File: config.mk
export PLATFORM = sky130hd
export DESIGN_NAME = command_decoder
export DESIGN_NICKNAME = d
export VERILOG_FILES = /design/src/rtl/command_decoder_pkg.sv /design/src/rtl/command_decoder_collector.sv /design/src/rtl/command_decoder.sv
export SDC_FILE = /design/constraint.sdc
export NUM_CORES = 1
export LEC_CHECK = 0
export BUFFER_PORTS_ARGS = -buffer_cell sky130_fd_sc_hd__buf_4
export CELL_PAD_IN_SITES_DETAIL_PLACEMENT = 1
export CELL_PAD_IN_SITES_GLOBAL_PLACEMENT = 1
export CORE_MARGIN = 5
export CORE_UTILIZATION = 46
export CTS_CLUSTER_DIAMETER = 120
export DETAILED_ROUTE_END_ITERATION = 16
export GPL_ROUTABILITY_DRIVEN = 0
export HOLD_SLACK_MARGIN = 0.12
export MAX_ROUTING_LAYER = met4
export PLACE_DENSITY_LB_ADDON = 0.1
export SETUP_SLACK_MARGIN = 0.2
export SLEW_MARGIN = 20
export SYNTH_ARGS = -nofsm -noshare
export SYNTH_HDL_FRONTEND = slang
export SYNTH_SLANG_ARGS = --single-unit
File: constraint.sdc
create_clock -name system_clock -period 3.7 [get_ports system_clock]
set_clock_uncertainty 0.2 [all_clocks]
set_input_delay 0.74 -clock system_clock [delete_from_list [all_inputs] [get_ports system_clock]]
set_output_delay 0.74 -clock system_clock [all_outputs]
set_load 0.02 [all_outputs]
File: src/rtl/command_decoder_pkg.sv
// Shared definitions for the command decoder: opcodes, argument counts,
// FSM state encoding and framebuffer/colour widths.
package command_decoder_pkg;

  localparam int CLEAR_COLOR_WIDTH = 12;
  localparam int FB_ADDRESS_WIDTH  = 22;

  localparam logic [7:0] OP_NOP               = 8'h00;
  localparam logic [7:0] OP_CLEAR_ERROR       = 8'h01;
  localparam logic [7:0] OP_START_VGA         = 8'h02;
  localparam logic [7:0] OP_STOP_VGA          = 8'h03;
  localparam logic [7:0] OP_SET_WRITE_ADDRESS = 8'h04;
  localparam logic [7:0] OP_CLEAR             = 8'h05;

  typedef enum logic [2:0] {
    ST_IDLE      = 3'd0,
    ST_COLLECT   = 3'd1,
    ST_EXECUTE   = 3'd2,
    ST_VGA_RESET = 3'd3,
    ST_VGA_WAIT  = 3'd4
  } state_t;

  function automatic logic [1:0] arg_count(input logic [7:0] op);
    case (op)
      OP_SET_WRITE_ADDRESS: return 2'd3;
      OP_CLEAR:             return 2'd2;
      default:              return 2'd0;
    endcase
  endfunction

  function automatic logic is_known_opcode(input logic [7:0] op);
    return op <= OP_CLEAR;
  endfunction

endpackage

File: src/rtl/command_decoder_collector.sv
// Little-endian argument assembler for the command decoder. The idle-gap
// timeout counter is only built when COMMAND_TIMEOUT_EN is defined.
module command_argument_collector #(
  parameter int TIMEOUT_CYCLES = 1024
) (
  input  logic        clk,
  input  logic        rst,
  input  logic        start,
  input  logic [1:0]  count,
  input  logic        collecting,
  input  logic        byte_valid,
  input  logic [7:0]  arg_byte,
  output logic        args_done,
  output logic [23:0] args_value,
  output logic        timeout
);

  logic [1:0] count_q;
  logic [1:0] index;

  always_ff @(posedge clk or posedge rst) begin
    if (rst) begin
      count_q    <= '0;
      index      <= '0;
      args_value <= '0;
    end else begin
      if (start) count_q <= count;
      // A new opcode or an abort discards any partially assembled value.
      if (start || timeout) begin
        index      <= '0;
        args_value <= '0;
      end else if (byte_valid) begin
        args_value[{index, 3'b000} +: 8] <= arg_byte;
        index <= index + 2'd1;
      end
    end
  end

  assign args_done = byte_valid && (index == count_q - 2'd1);

`ifdef COMMAND_TIMEOUT_EN
  localparam int TW = $clog2(TIMEOUT_CYCLES + 1);
  logic [TW-1:0] idle_count;

  always_ff @(posedge clk or posedge rst) begin
    if (rst) begin
      idle_count <= '0;
    end else if (start || byte_valid || !collecting) begin
      idle_count <= '0;
    end else begin
      idle_count <= idle_count + TW'(1);
    end
  end

  assign timeout = collecting && !byte_valid && (idle_count == TW'(TIMEOUT_CYCLES - 1));
`else
  logic unused_timeout;
  assign unused_timeout = collecting ^ (TIMEOUT_CYCLES == 0);
  assign timeout = 1'b0;
`endif

endmodule

File: src/rtl/command_decoder.sv
// Byte command interpreter driving VGA bring-up, framebuffer write address and
// clear colour. COMMAND_TIMEOUT_EN enables the argument-gap timeout.
module command_decoder
  import command_decoder_pkg::*;
#(
  parameter int SETTLE_CYCLES  = 8,
  parameter int TIMEOUT_CYCLES = 1024
) (
  input  logic                         system_clock,
  input  logic                         reset,
  input  logic                         command_strobe,
  input  logic [7:0]                   command_byte,
  output logic                         command_ready,
  output logic                         vga_reset,
  output logic                         vga_enable,
  output logic [FB_ADDRESS_WIDTH-1:0]  write_address,
  output logic                         write_address_load,
  output logic [CLEAR_COLOR_WIDTH-1:0] clear_color,
  output logic                         clear_start,
  output logic                         error,
  output state_t                       debug_state
);

  localparam int SW = $clog2(SETTLE_CYCLES + 1);

  state_t        state, state_next;
  logic [7:0]    opcode;
  logic [SW-1:0] settle_count;
  logic          collect_start, byte_valid, args_done, timeout;
  logic [23:0]   args_value;
  logic          accept, settle_done, bad_opcode, overrun;
  logic          unused_args;

  // command_strobe is a one-cycle valid; the byte is taken only while
  // command_ready is high, otherwise it is dropped and flagged in error.
  assign accept      = command_strobe && command_ready;
  assign overrun     = command_strobe && !command_ready;
  assign bad_opcode  = (state == ST_IDLE) && accept && !is_known_opcode(command_byte);
  assign settle_done = (state == ST_VGA_WAIT) && (settle_count == SW'(SETTLE_CYCLES - 1));
  assign debug_state = state;
  assign unused_args = ^args_value[23:22];

  command_argument_collector #(.TIMEOUT_CYCLES(TIMEOUT_CYCLES)) u_collector (
    .clk        (system_clock),
    .rst        (reset),
    .start      (collect_start),
    .count      (arg_count(command_byte)),
    .collecting (state == ST_COLLECT),
    .byte_valid (byte_valid),
    .arg_byte   (command_byte),
    .args_done  (args_done),
    .args_value (args_value),
    .timeout    (timeout)
  );

  always_ff @(posedge system_clock or posedge reset) begin
    if (reset) state <= ST_IDLE;
    else       state <= state_next;
  end

  always_comb begin
    state_next    = state;
    collect_start = 1'b0;
    byte_valid    = 1'b0;
    case (state)
      ST_IDLE: begin
        if (accept && is_known_opcode(command_byte)) begin
          if (arg_count(command_byte) == 2'd0) begin
            state_next = ST_EXECUTE;
          end else begin
            state_next    = ST_COLLECT;
            collect_start = 1'b1;
          end
        end
      end
      ST_COLLECT: begin
        byte_valid = accept;
        if (args_done)    state_next = ST_EXECUTE;
        else if (timeout) state_next = ST_IDLE;
      end
      ST_EXECUTE:   state_next = (opcode == OP_START_VGA) ? ST_VGA_RESET : ST_IDLE;
      ST_VGA_RESET: state_next = ST_VGA_WAIT;
      ST_VGA_WAIT:  if (settle_done) state_next = ST_IDLE;
      default:      state_next = ST_IDLE;
    endcase
  end

  // Outputs are registered from the state being left, so every action
  // appears one edge after the cycle that decides it.
  always_ff @(posedge system_clock or posedge reset) begin
    if (reset) begin
      command_ready      <= 1'b0;
      vga_reset          <= 1'b0;
      vga_enable         <= 1'b0;
      write_address      <= '0;
      write_address_load <= 1'b0;
      clear_color        <= '0;
      clear_start        <= 1'b0;
      error              <= 1'b0;
      opcode             <= '0;
      settle_count       <= '0;
    end else begin
      command_ready      <= (state_next == ST_IDLE) || (state_next == ST_COLLECT);
      vga_reset          <= (state == ST_VGA_RESET);
      write_address_load <= 1'b0;
      clear_start        <= 1'b0;
      settle_count       <= (state == ST_VGA_WAIT) ? settle_count + SW'(1) : '0;
      if ((state == ST_IDLE) && accept) opcode <= command_byte;
      if (state == ST_EXECUTE) begin
        case (opcode)
          OP_CLEAR_ERROR: error <= 1'b0;
          OP_START_VGA:   vga_enable <= 1'b0;
          OP_STOP_VGA:    vga_enable <= 1'b0;
          OP_SET_WRITE_ADDRESS: begin
            write_address      <= args_value[FB_ADDRESS_WIDTH-1:0];
            write_address_load <= 1'b1;
          end
          OP_CLEAR: begin
            clear_color <= args_value[CLEAR_COLOR_WIDTH-1:0];
            clear_start <= 1'b1;
          end
          default: ;
        endcase
      end
      if (settle_done) vga_enable <= 1'b1;
      // A fresh fault wins over a simultaneous CLEAR_ERROR.
      if (bad_opcode || overrun || timeout) error <= 1'b1;
    end
  end

endmodule
==> run_results.csv, run 1 <==
group,metric,value,unit
status,status,"finished clean",
detailed_routing,wl_per_cell,17.2,um
grt,globalRouteOverflowTotal,0,
timing,fin_crit,2.60,ns
grt,antenna_found_initial,0,
floorplanning,core_area,0.00761,mm^2
floorplanning,start_util,46.4,%
setup_path,path_cells,"inv_1 -> ha_1 -> nor3b_1 -> nand3_1 -> a21oi_1",
cells_and_area,area_growth,18.4,%
cells_and_area,antennaDiodeCount,0,
setup_path,critPathMaxStageDelay,0.88,ns
cells_and_area,final_cells,434,
cells_and_area,seqCellArea,0.00203,mm^2
synth,ys.flop_type,"dfrtp_1",
cells_and_area,mostFrequentLayoutCells,"dfrtp_1 (81), buf_4 (57), nand2b_1 (25)",
setup_path,startpoint,"u_collector.index[0]",
grt,grt_pass1_vias,2409,
clocking,cts_buffers,9,
cells_and_area,drive_gt1_share,36.1,%
clocking,cts.clk_slew.worst_paths,0.08,ns
placement,dpl.hpwl,5.31,mm
setup_path,crit_end,"u_collector.args_value[4]",
timing,hold_violations,0,
detailed_routing,drc_errors,0,
grt,grt_pass1_wl,12.7,mm
setup_path,critPathKind,"flip-flop to flip-flop",
synth,syn-cell-area,0.00353,mm^2
timing,worst_slew_pin_slew,1.09,ns
job,max_cap_violations,0,
timing,slew_violations,0,
cells_and_area,nFillCells,820,
detailed_routing,vias_per_cell,5.31,
synth,synthCells,271,
power_and_ir_drop,p_per_area,401,mW/mm^2
clocking,cts_resized,0,
cells_and_area,final_core_util,55.0,%
setup_path,crit_family,"simple AND/OR/NAND/NOR gates",
clocking,cts_root_buf,"clkbuf_8",
timing,setup_viol,0,
setup_path,rr_worst_depth,5,
setup_path,r2r_start,"u_collector.index[0]",
hold_path,hp-class,"input port to asynchronous set/reset pin",
setup_path,crit_buf_inv,1,
synth,yosys_warnings,0,
timing,final.setup.tns,0,ns
detailed_routing,dr.pass1.iters,4,
cells_and_area,layout_commonest_cell,"dfrtp_1",
synth,yosysSeqAreaShare,57.4,%
clocking,clock-sinks,81,
setup_path,arrival,2.67,ns
placement,place_inst,418,
setup_path,rrSetupSlack,1.10,ns
synth,synth_seq_cells,81,
floorplanning,rows,32,
clocking,cts_tree,"built",
placement,port_buffers,53,
setup_path,end_kind,"flip-flop",
timing,rsz0062_at_grt,"no",
synth,synthArstFlopShare,100,%
detailed_routing,drt_iter0_markers,98,
setup_path,worst_setup_path_start_kind,"flip-flop",
setup_path,worstPathRequired,3.77,ns
synth,syn-num-nets,287,
setup_path,cp.depth,5,
setup_path,r2r-end,"u_collector.args_value[4]",
floorplanning,floorplan.io_pins,54,
synth,syn_avg_cell_area,13.0,um^2
detailed_routing,vias,2304,
placement,dpl_cell_area,0.00400,mm^2
floorplanning,die-area,0.00953,mm^2
timing,period_share,70.3,%
power_and_ir_drop,p_leak,2.02,nW
clocking,htree_levels,3,
grt,grt.total_usage,17.1,%
floorplanning,die_w,97.6,um
grt,grt_start_max_net_pins,30,
cells_and_area,fin_area,0.00418,mm^2
detailed_routing,ant_nets,0,
synth,synth_edf_count,0,
timing,slew_headroom,27.0,%
setup_path,crit_path_max_fanout,8,
setup_path,cp_slowest_cell,"nor3b_1",
cells_and_area,final_nets,343,
detailed_routing,wl,7.49,mm
clocking,hold_buffers,0,
timing,max_freq,384,MHz
power_and_ir_drop,vdd_drop_max,211,uV
clocking,postCtsSetupRepairBufs,0,
synth,ys_types,41,
floorplanning,die_h,97.6,um
clocking,clockBufferDepth,2,
cells_and_area,multi_input_area,0.00139,mm^2
clocking,worstSkewPairLatency,0.35,ns
-- routing by layer --
metal / vias to the layer above / global-route usage (%) / routed length (um)
li1: 1059 / - / -
met1: 1176 / 22.5 / 3400
met2: 59 / 26.1 / 3570
met3: 10 / 3.73 / 389
met4: 0 / 6.07 / 121
met5: - / - / 0
-- state kept, by name, summed over array words and instances, names as in the netlist, 2 cells and up --
| register | cells |
|---|---|
| settle_count | 4 |
| clear_color | 12 |
| debug_state | 3 |
| u_collector.args_value | 22 |
| write_address | 22 |
| u_collector.index | 2 |
| u_collector.count_q | 2 |
| opcode | 8 |
-- kinds of logic after synthesis --
group / after synthesis / share of synthesized area (%)
xor gates and xnor gates: 4 / 0.992
buffers and inverters: 18 / 3.33
DFF: 81 / 57.4
muxes: 45 / 16.4
AOI/OAI and AO/OA: 28 / 4.46
adders and majority gates: 5 / 1.77
and+or+nand+nor: 90 / 15.7
-- worst min-delay path by stage --
stage | cells past startpoint | from | endpoint | slack (ns)
4_1_cts | 2 | reset | write_address[4] | 0.20
3_3_place_gp | 1 | settle_count[0] | settle_count[0] | 0.26
6_report | 2 | reset | write_address[8] | 0.20
5_1_grt | 2 | reset | write_address[4] | 0.22
3_5_place_dp | 1 | settle_count[0] | settle_count[0] | 0.26
2_1_floorplan | 1 | settle_count[0] | settle_count[0] | 0.23
-- synthesized netlist by cell type (4+ instances only) --
master	instances	area, um^2
mux2_4	20	300
nor3b_1	5	37.5
nand2_1	4	15.0
buf_2	5	25.0
dfrtp_1	81	2030
ha_1	5	62.6
inv_1	6	22.5
and3_1	4	25.0
nor2_1	8	30.0
nand3_1	24	120
a21oi_1	23	115
nand2b_1	25	156
mux2_2	22	248
-- cell type report --
class,count,share of cell area [%]
clock buffer,11,3.14
clock inverter,5,1.35
inverter,6,0.568
multi-input combinational,172,33.2
sequential,81,48.5
tap,102,3.05
timing repair buffer,57,10.2
-- per-stage QoR --
stage	total power, W	setup slack, ns	hold slack [ns]
final	0.00168	1.10	0.200
after detailed placement	0.00108	0.906	0.265
after floorplan	0.00102	0.680	0.233
after global routing	0.00175	0.974	0.215
after global placement	0.00107	0.938	0.258
after CTS	0.00170	1.11	0.197
-- worst reg2reg max path: stages, from the launching register on --
cell     delay (ns)
dfrtp_1        0.50
inv_1          0.16
ha_1           0.35
nor3b_1        0.88
nand3_1        0.24
a21oi_1        0.19
-- power by group --
group          internal [W]  total (W)  switching [W]
clock network      0.000311   0.000619       0.000308
registers          0.000909   0.000937      0.0000278
logic             0.0000464   0.000120      0.0000739
total               0.00127    0.00168       0.000410
No activity file was read; power rests on OpenSTA's default activity.
==> run 2: changes to the inputs <==
--- a/config.mk
+++ b/config.mk
@@ -5,11 +5,12 @@
 export SDC_FILE = /design/constraint.sdc
 export NUM_CORES = 1
 export LEC_CHECK = 0
+export ABC_AREA = 1
 export BUFFER_PORTS_ARGS = -buffer_cell sky130_fd_sc_hd__buf_4
 export CELL_PAD_IN_SITES_DETAIL_PLACEMENT = 1
 export CELL_PAD_IN_SITES_GLOBAL_PLACEMENT = 1
 export CORE_MARGIN = 5
-export CORE_UTILIZATION = 46
+export CORE_UTILIZATION = 43
 export CTS_CLUSTER_DIAMETER = 120
 export DETAILED_ROUTE_END_ITERATION = 16
 export GPL_ROUTABILITY_DRIVEN = 0
==> constraint.sdc (replaced) <==
create_clock -name system_clock -period 2.6 [get_ports system_clock]
set_clock_uncertainty 0.2 [all_clocks]
set_input_delay 0.52 -clock system_clock [delete_from_list [all_inputs] [get_ports system_clock]]
set_output_delay 0.52 -clock system_clock [all_outputs]
set_load 0.02 [all_outputs]
==> run_results.csv, run 2 <==
group,metric,value,unit
cells_and_area,mostFrequentLayoutCells,"nand2_1 (115), dfrtp_1 (81), buf_4 (60)",
setup_path,end_kind,"flip-flop",
synth,yosys-top-cells-area,"dfrtp_1 (57%), nand2_1 (12%), inv_1 (4.3%), o21ai_0 (4.1%), nand4_1 (2.6%)",
floorplanning,core_area,0.00813,mm^2
setup_path,critPathMaxStageDelay,0.41,ns
synth,synth.largest_area_cell,"dfrtp_1",
hold_path,hp-class,"input port to flip-flop",
clocking,clockBufferDepth,2,
cells_and_area,final_cells,564,
clocking,worstSkewPairLatency,0.36,ns
timing,slew_violations,0,
setup_path,cp_common_cell,"nand2_1",
setup_path,critPathKind,"flip-flop to flip-flop",
synth,syn-cell-area,0.00355,mm^2
detailed_routing,vias_per_cell,4.98,
synth,synth_top_family_by_area,"simple AND/OR/NAND/NOR gates",
detailed_routing,vias,2809,
floorplanning,die_w,101,um
detailed_routing,drc_errors,0,
power_and_ir_drop,vdd_drop_max,570,uV
synth,synth_xor_area_share,0.246,%
cells_and_area,multi_input_area,0.00127,mm^2
timing,slew_headroom,61.8,%
synth,yosys_warnings,0,
detailed_routing,drt_iter0_markers,84,
floorplanning,die-area,0.0102,mm^2
hold_path,whs_endpoint,"opcode[2]",
floorplanning,start_util,43.7,%
setup_path,rrSetupSlack,0.60,ns
synth,yosysSeqAreaShare,57.0,%
placement,port_buffers,53,
cells_and_area,final_nets,470,
setup_path,crit_buf_inv,2,
setup_path,crit_path_max_fanout,30,
timing,hold_violations,0,
synth,synth-simple-area-share,24.4,%
power_and_ir_drop,p_per_area,908,mW/mm^2
placement,dpl.hpwl,6.23,mm
setup_path,cp_slowest_cell,"dfrtp_1",
grt,grt.total_usage,19.0,%
timing,setup_slack,0.598,ns
detailed_routing,wl,8.82,mm
timing,max_freq,500,MHz
timing,setup_viol,0,
clocking,clock-sinks,81,
grt,globalRouteOverflowTotal,0,
synth,synth_mux_area_share,0,%
timing,rsz0062_at_grt,"no",
floorplanning,rows,33,
timing,final.setup.tns,0,ns
synth,ys_types,33,
cells_and_area,drive_gt1_share,21.8,%
detailed_routing,ant_nets,0,
grt,grt_pass1_wl,14.7,mm
timing,period_share,77.0,%
clocking,cts_root_buf,"clkbuf_8",
timing,worst_slew_pin_slew,0.572,ns
hold_path,min-delay-start,"command_byte[2]",
floorplanning,floorplan.io_pins,54,
clocking,htree_levels,3,
grt,grt_start_max_net_pins,31,
synth,syn-num-nets,407,
cells_and_area,area_growth,22.0,%
setup_path,r2r_start,"debug_state[2]",
synth,ys.flop_type,"dfrtp_1",
synth,synthAdderAreaFrac,1.76,%
setup_path,worst_setup_path_start_kind,"flip-flop",
power_and_ir_drop,power,0.00394,W
cells_and_area,layout_commonest_cell,"nand2_1",
synth,synthCells,391,
synth,synth_seq_cells,81,
setup_path,rr_worst_depth,7,
clocking,cts.clk_slew.worst_paths,0.09,ns
cells_and_area,nFillCells,967,
detailed_routing,wl_per_cell,15.6,um
status,status,"finished clean",
setup_path,arrival,2.05,ns
synth,syn_avg_cell_area,9.09,um^2
detailed_routing,dr.pass1.iters,4,
setup_path,crit_family,"simple AND/OR/NAND/NOR gates",
timing,fin_crit,2.00,ns
setup_path,r2r-end,"write_address[19]",
clocking,postCtsSetupRepairBufs,0,
grt,antenna_found_initial,0,
cells_and_area,antennaDiodeCount,0,
grt,grt_pass1_vias,2902,
placement,dp_slack,0.583,ns
synth,synth_top_area_share,57.0,%
cells_and_area,final_core_util,53.3,%
cells_and_area,reg_top3,"u_collector.args_value x22, write_address x22, clear_color x12",
setup_path,worstPathRequired,2.65,ns
synth,synth.most_common_cell,"nand2_1",
synth,synth_compound_area_share,9.51,%
synth,synthArstFlopShare,100,%
power_and_ir_drop,p_leak,2.17,nW
setup_path,path_cells,"inv_1 -> nand3_2 -> nor3_2 -> nand2_2 -> buf_4 -> nand2_1 -> nand2_1",
placement,place_inst,547,
clocking,cts_buffers,9,
cells_and_area,seqCellArea,0.00203,mm^2
floorplanning,die_h,101,um
synth,synth_commonest_cells,"nand2_1 (115), dfrtp_1 (81), inv_1 (41), o21ai_0 (29), nor2_1 (22)",
hold_path,hold_depth,3,
clocking,cts_tree,"built",
synth,synth_edf_count,0,
job,max_cap_violations,0,
==> run 2: worst max path at each step <==
stage                                    start                    endpoint  slack, ns  cells after the start
after global routing            debug_state[2]           write_address[14]       0.35                      7
after detailed placement        debug_state[2]           write_address[19]       0.58                      7
after global placement          debug_state[2]           write_address[14]       0.60                      7
after floorplan           u_collector.index[0]  u_collector.args_value[10]       0.57                      7
final                           debug_state[2]           write_address[19]       0.60                      7
after CTS                       debug_state[2]           write_address[19]       0.56                      7
==> run 2: what timing repair did <==
action / 4_1_cts / 5_1_grt
hold endpoints to repair: 22 / 0
gates resized for setup: 0 / 0
hold buffers: 1 / 0
==> run 2: final cells by class <==
class,count,area share (%)
inverter,45,3.98
sequential,81,46.8
clock inverter,6,2.08
multi-input combinational,254,29.4
clock buffer,10,3.18
tap,105,3.03
timing repair buffer,63,11.5
==> run 2: logic make-up after synthesis <==
family          after synthesis
compound gates               62
simple gates                186
fa+ha+maj                     5
xor+xnor                      1
buf+inv                      56
flops                        81
==> run 2: worst min-delay path, delay by kind of cell <==
kind	cells	cell delay [ns]
compound gates	1	0.06
buf+inv	1	0.13
simple gates	1	0.06
==> run 2: metal layers <==
layer  wire (um)  share of wire, %  track usage (%)
met2        4350                49             30.7
met1        4020                46             24.0
met3         297               3.4             2.84
met4         158               1.8             7.36
met5           0                 0                -
==> run 2: stage by stage <==
| step | hold WS (ns) | cell area, um^2 |
|---|---|---|
| after floorplan | 0.232 | 3560 |
| after CTS | 0.238 | 4330 |
| after detailed placement | 0.261 | 4100 |
| after global placement | 0.246 | 4100 |
| after global routing | 0.256 | 4330 |
| final | 0.252 | 4330 |
==> run 2: report_power, final <==
part	internal, W	switching [W]
Clock	0.000571	0.000489
Combinational	0.000417	0.000779
Sequential	0.00150	0.000180
Total	0.00249	0.00145
==> run 3: changes to the inputs <==
==> constraint.sdc (replaced) <==
create_clock -name system_clock -period 1.9 [get_ports system_clock]
set_clock_uncertainty 0.2 [all_clocks]
set_input_delay 0.38 -clock system_clock [delete_from_list [all_inputs] [get_ports system_clock]]
set_output_delay 0.38 -clock system_clock [all_outputs]
set_load 0.02 [all_outputs]
==> run_results.csv, run 3 (same netlist as run 2, synthesis figures left out) <==
group,metric,value,unit
timing,slew_headroom,71.2,%
timing,period_share,91.2,%
hold_path,hold_depth,3,
setup_path,worst_setup_path_start_kind,"flip-flop",
cells_and_area,final_cells,598,
job,max_cap_violations,0,
floorplanning,die-area,0.0102,mm^2
setup_path,critPathKind,"flip-flop to flip-flop",
grt,use_met3,3.39,%
hold_path,hp-class,"input port to flip-flop",
power_and_ir_drop,p_per_area,1280,mW/mm^2
detailed_routing,dr.pass1.iters,4,
floorplanning,core_area,0.00813,mm^2
cells_and_area,fin_area,0.00482,mm^2
clocking,htree_levels,3,
setup_path,end_kind,"flip-flop",
clocking,worstSkewPairLatency,0.36,ns
power_and_ir_drop,p_leak,2.40,nW
timing,setup_viol,0,
grt,grt.total_usage,19.7,%
timing,final.setup.tns,0,ns
clocking,clock-sinks,81,
setup_path,crit_path_max_fanout,7,
cells_and_area,area_growth,35.6,%
setup_path,worstPathRequired,1.94,ns
grt,gr-max-usage-layer,"met2",
cells_and_area,drive_gt1_share,33.7,%
setup_path,arrival,1.77,ns
cells_and_area,antennaDiodeCount,0,
timing,fin_crit,1.73,ns
clocking,cts_buffers,9,
clocking,cts.clk_slew.worst_paths,0.09,ns
timing,rsz0062_at_grt,"yes",
floorplanning,die_h,101,um
timing,max_freq,577,MHz
grt,grt_pass1_vias,3033,
clocking,clockBufferDepth,2,
grt,use_met1,26.5,%
grt,use_met2,30.3,%
floorplanning,floorplan.io_pins,54,
placement,dpl_cell_area,0.00413,mm^2
detailed_routing,drt_iter0_markers,109,
cells_and_area,reg_top3,"u_collector.args_value x22, write_address x22, clear_color x12",
cells_and_area,layout_commonest_cell,"nand2_1",
floorplanning,die_w,101,um
cells_and_area,mostFrequentLayoutCells,"nand2_1 (107), buf_4 (80), dfrtp_1 (78)",
detailed_routing,vias,3066,
setup_path,rr_worst_depth,7,
floorplanning,rows,33,
timing,hold_violations,0,
timing,worst_slew_pin_slew,0.432,ns
detailed_routing,ant_nets,0,
status,status,"finished clean",
cells_and_area,final_nets,504,
grt,grt_start_max_net_pins,82,
power_and_ir_drop,vdd_drop_max,569,uV
grt,grt_pass1_wl,15.3,mm
grt,globalRouteOverflowTotal,0,
placement,place_inst,550,
floorplanning,start_util,43.7,%
detailed_routing,drc_errors,0,
placement,dpl.hpwl,6.11,mm
detailed_routing,wl,10.3,mm
detailed_routing,vias_per_cell,5.13,
timing,slew_violations,0,
clocking,cts_tree,"built",
clocking,cts_root_buf,"clkbuf_8",
detailed_routing,wl_per_cell,17.2,um
placement,port_buffers,53,
cells_and_area,nFillCells,936,
grt,antenna_found_initial,0,
[run 3: changes by cell type in the layout (fill, tap and decap cells not counted), sizes merged]
cell and change:
buf +28, clkbuf +2, dlygate4sd3 +2, nand2 +2, clkinv -1, inv +1
[run 3: stage by stage]
stage                     hold slack, ns  setup WS (ns)  total power [W]  util [%]
final                              0.141          0.167          0.00619      59.3
after global routing               0.137         0.0806          0.00657      59.3
after CTS                          0.129          0.201          0.00568      55.5
after detailed placement           0.260         0.0141          0.00398      50.8
after global placement             0.249          0.131          0.00392      50.8
after floorplan                    0.232          0.216          0.00349         -
[run 3: cell type report]
cell class / count / area, um^2 / share of cell area, %
Multi-Input combinational cell: 256 / 1450 / 30.1
Inverter: 45 / 183 / 3.79
Timing Repair Buffer: 95 / 807 / 16.7
Sequential cell: 81 / 2030 / 42.1
Clock buffer: 10 / 128 / 2.65
Clock inverter: 6 / 90.1 / 1.87
Tap cell: 105 / 131 / 2.73
[run 3: worst paths after layout]
path | endpoint | slack [ns] | from
setup / recovery | write_address[10] | 0.17 | debug_state[0]
min in group asynchronous | write_address[2] | 0.49 | reset
setup reg to reg | write_address[10] | 0.17 | debug_state[0]
hold reg to reg | write_address[12] | 0.28 | u_collector.args_value[12]
max in group asynchronous | u_collector.index[0] | 0.64 | reset
hold / removal | u_collector.args_value[19] | 0.14 | command_byte[3]
[run 3: critical path, cell delays in order, from the launching register on]
cell and delay (ns):
dfrtp_2 0.45, inv_2 0.10, nand3_4 0.10, nor3_4 0.29
nand2_4 0.15, buf_4 0.19, nand2_1 0.06, o21ai_1 0.06
[run 3: repair_timing]
| item | in CTS | in global routing |
|---|---|---|
| buffers inserted | 7 | 19 |
| setup endpoints to repair | 57 | 61 |
| gates resized for setup | 14 | 49 |
| cloned | 1 | 2 |
| hold endpoints to repair | 83 | 0 |
| pin swaps | 3 | 13 |
| hold buffers | 3 | 0 |
[run 3: power breakdown]
group	internal [W]	switching [W]
registers	0.00206	0.000254
logic	0.00102	0.00143
clock network	0.000748	0.000673
[run 3: per-layer routing]
layer | wire, um | part of all wire, %
met1 | 4610 | 45
met2 | 5030 | 49
met3 | 438 | 4.3
met4 | 216 | 2.1
met5 | 0 | 0
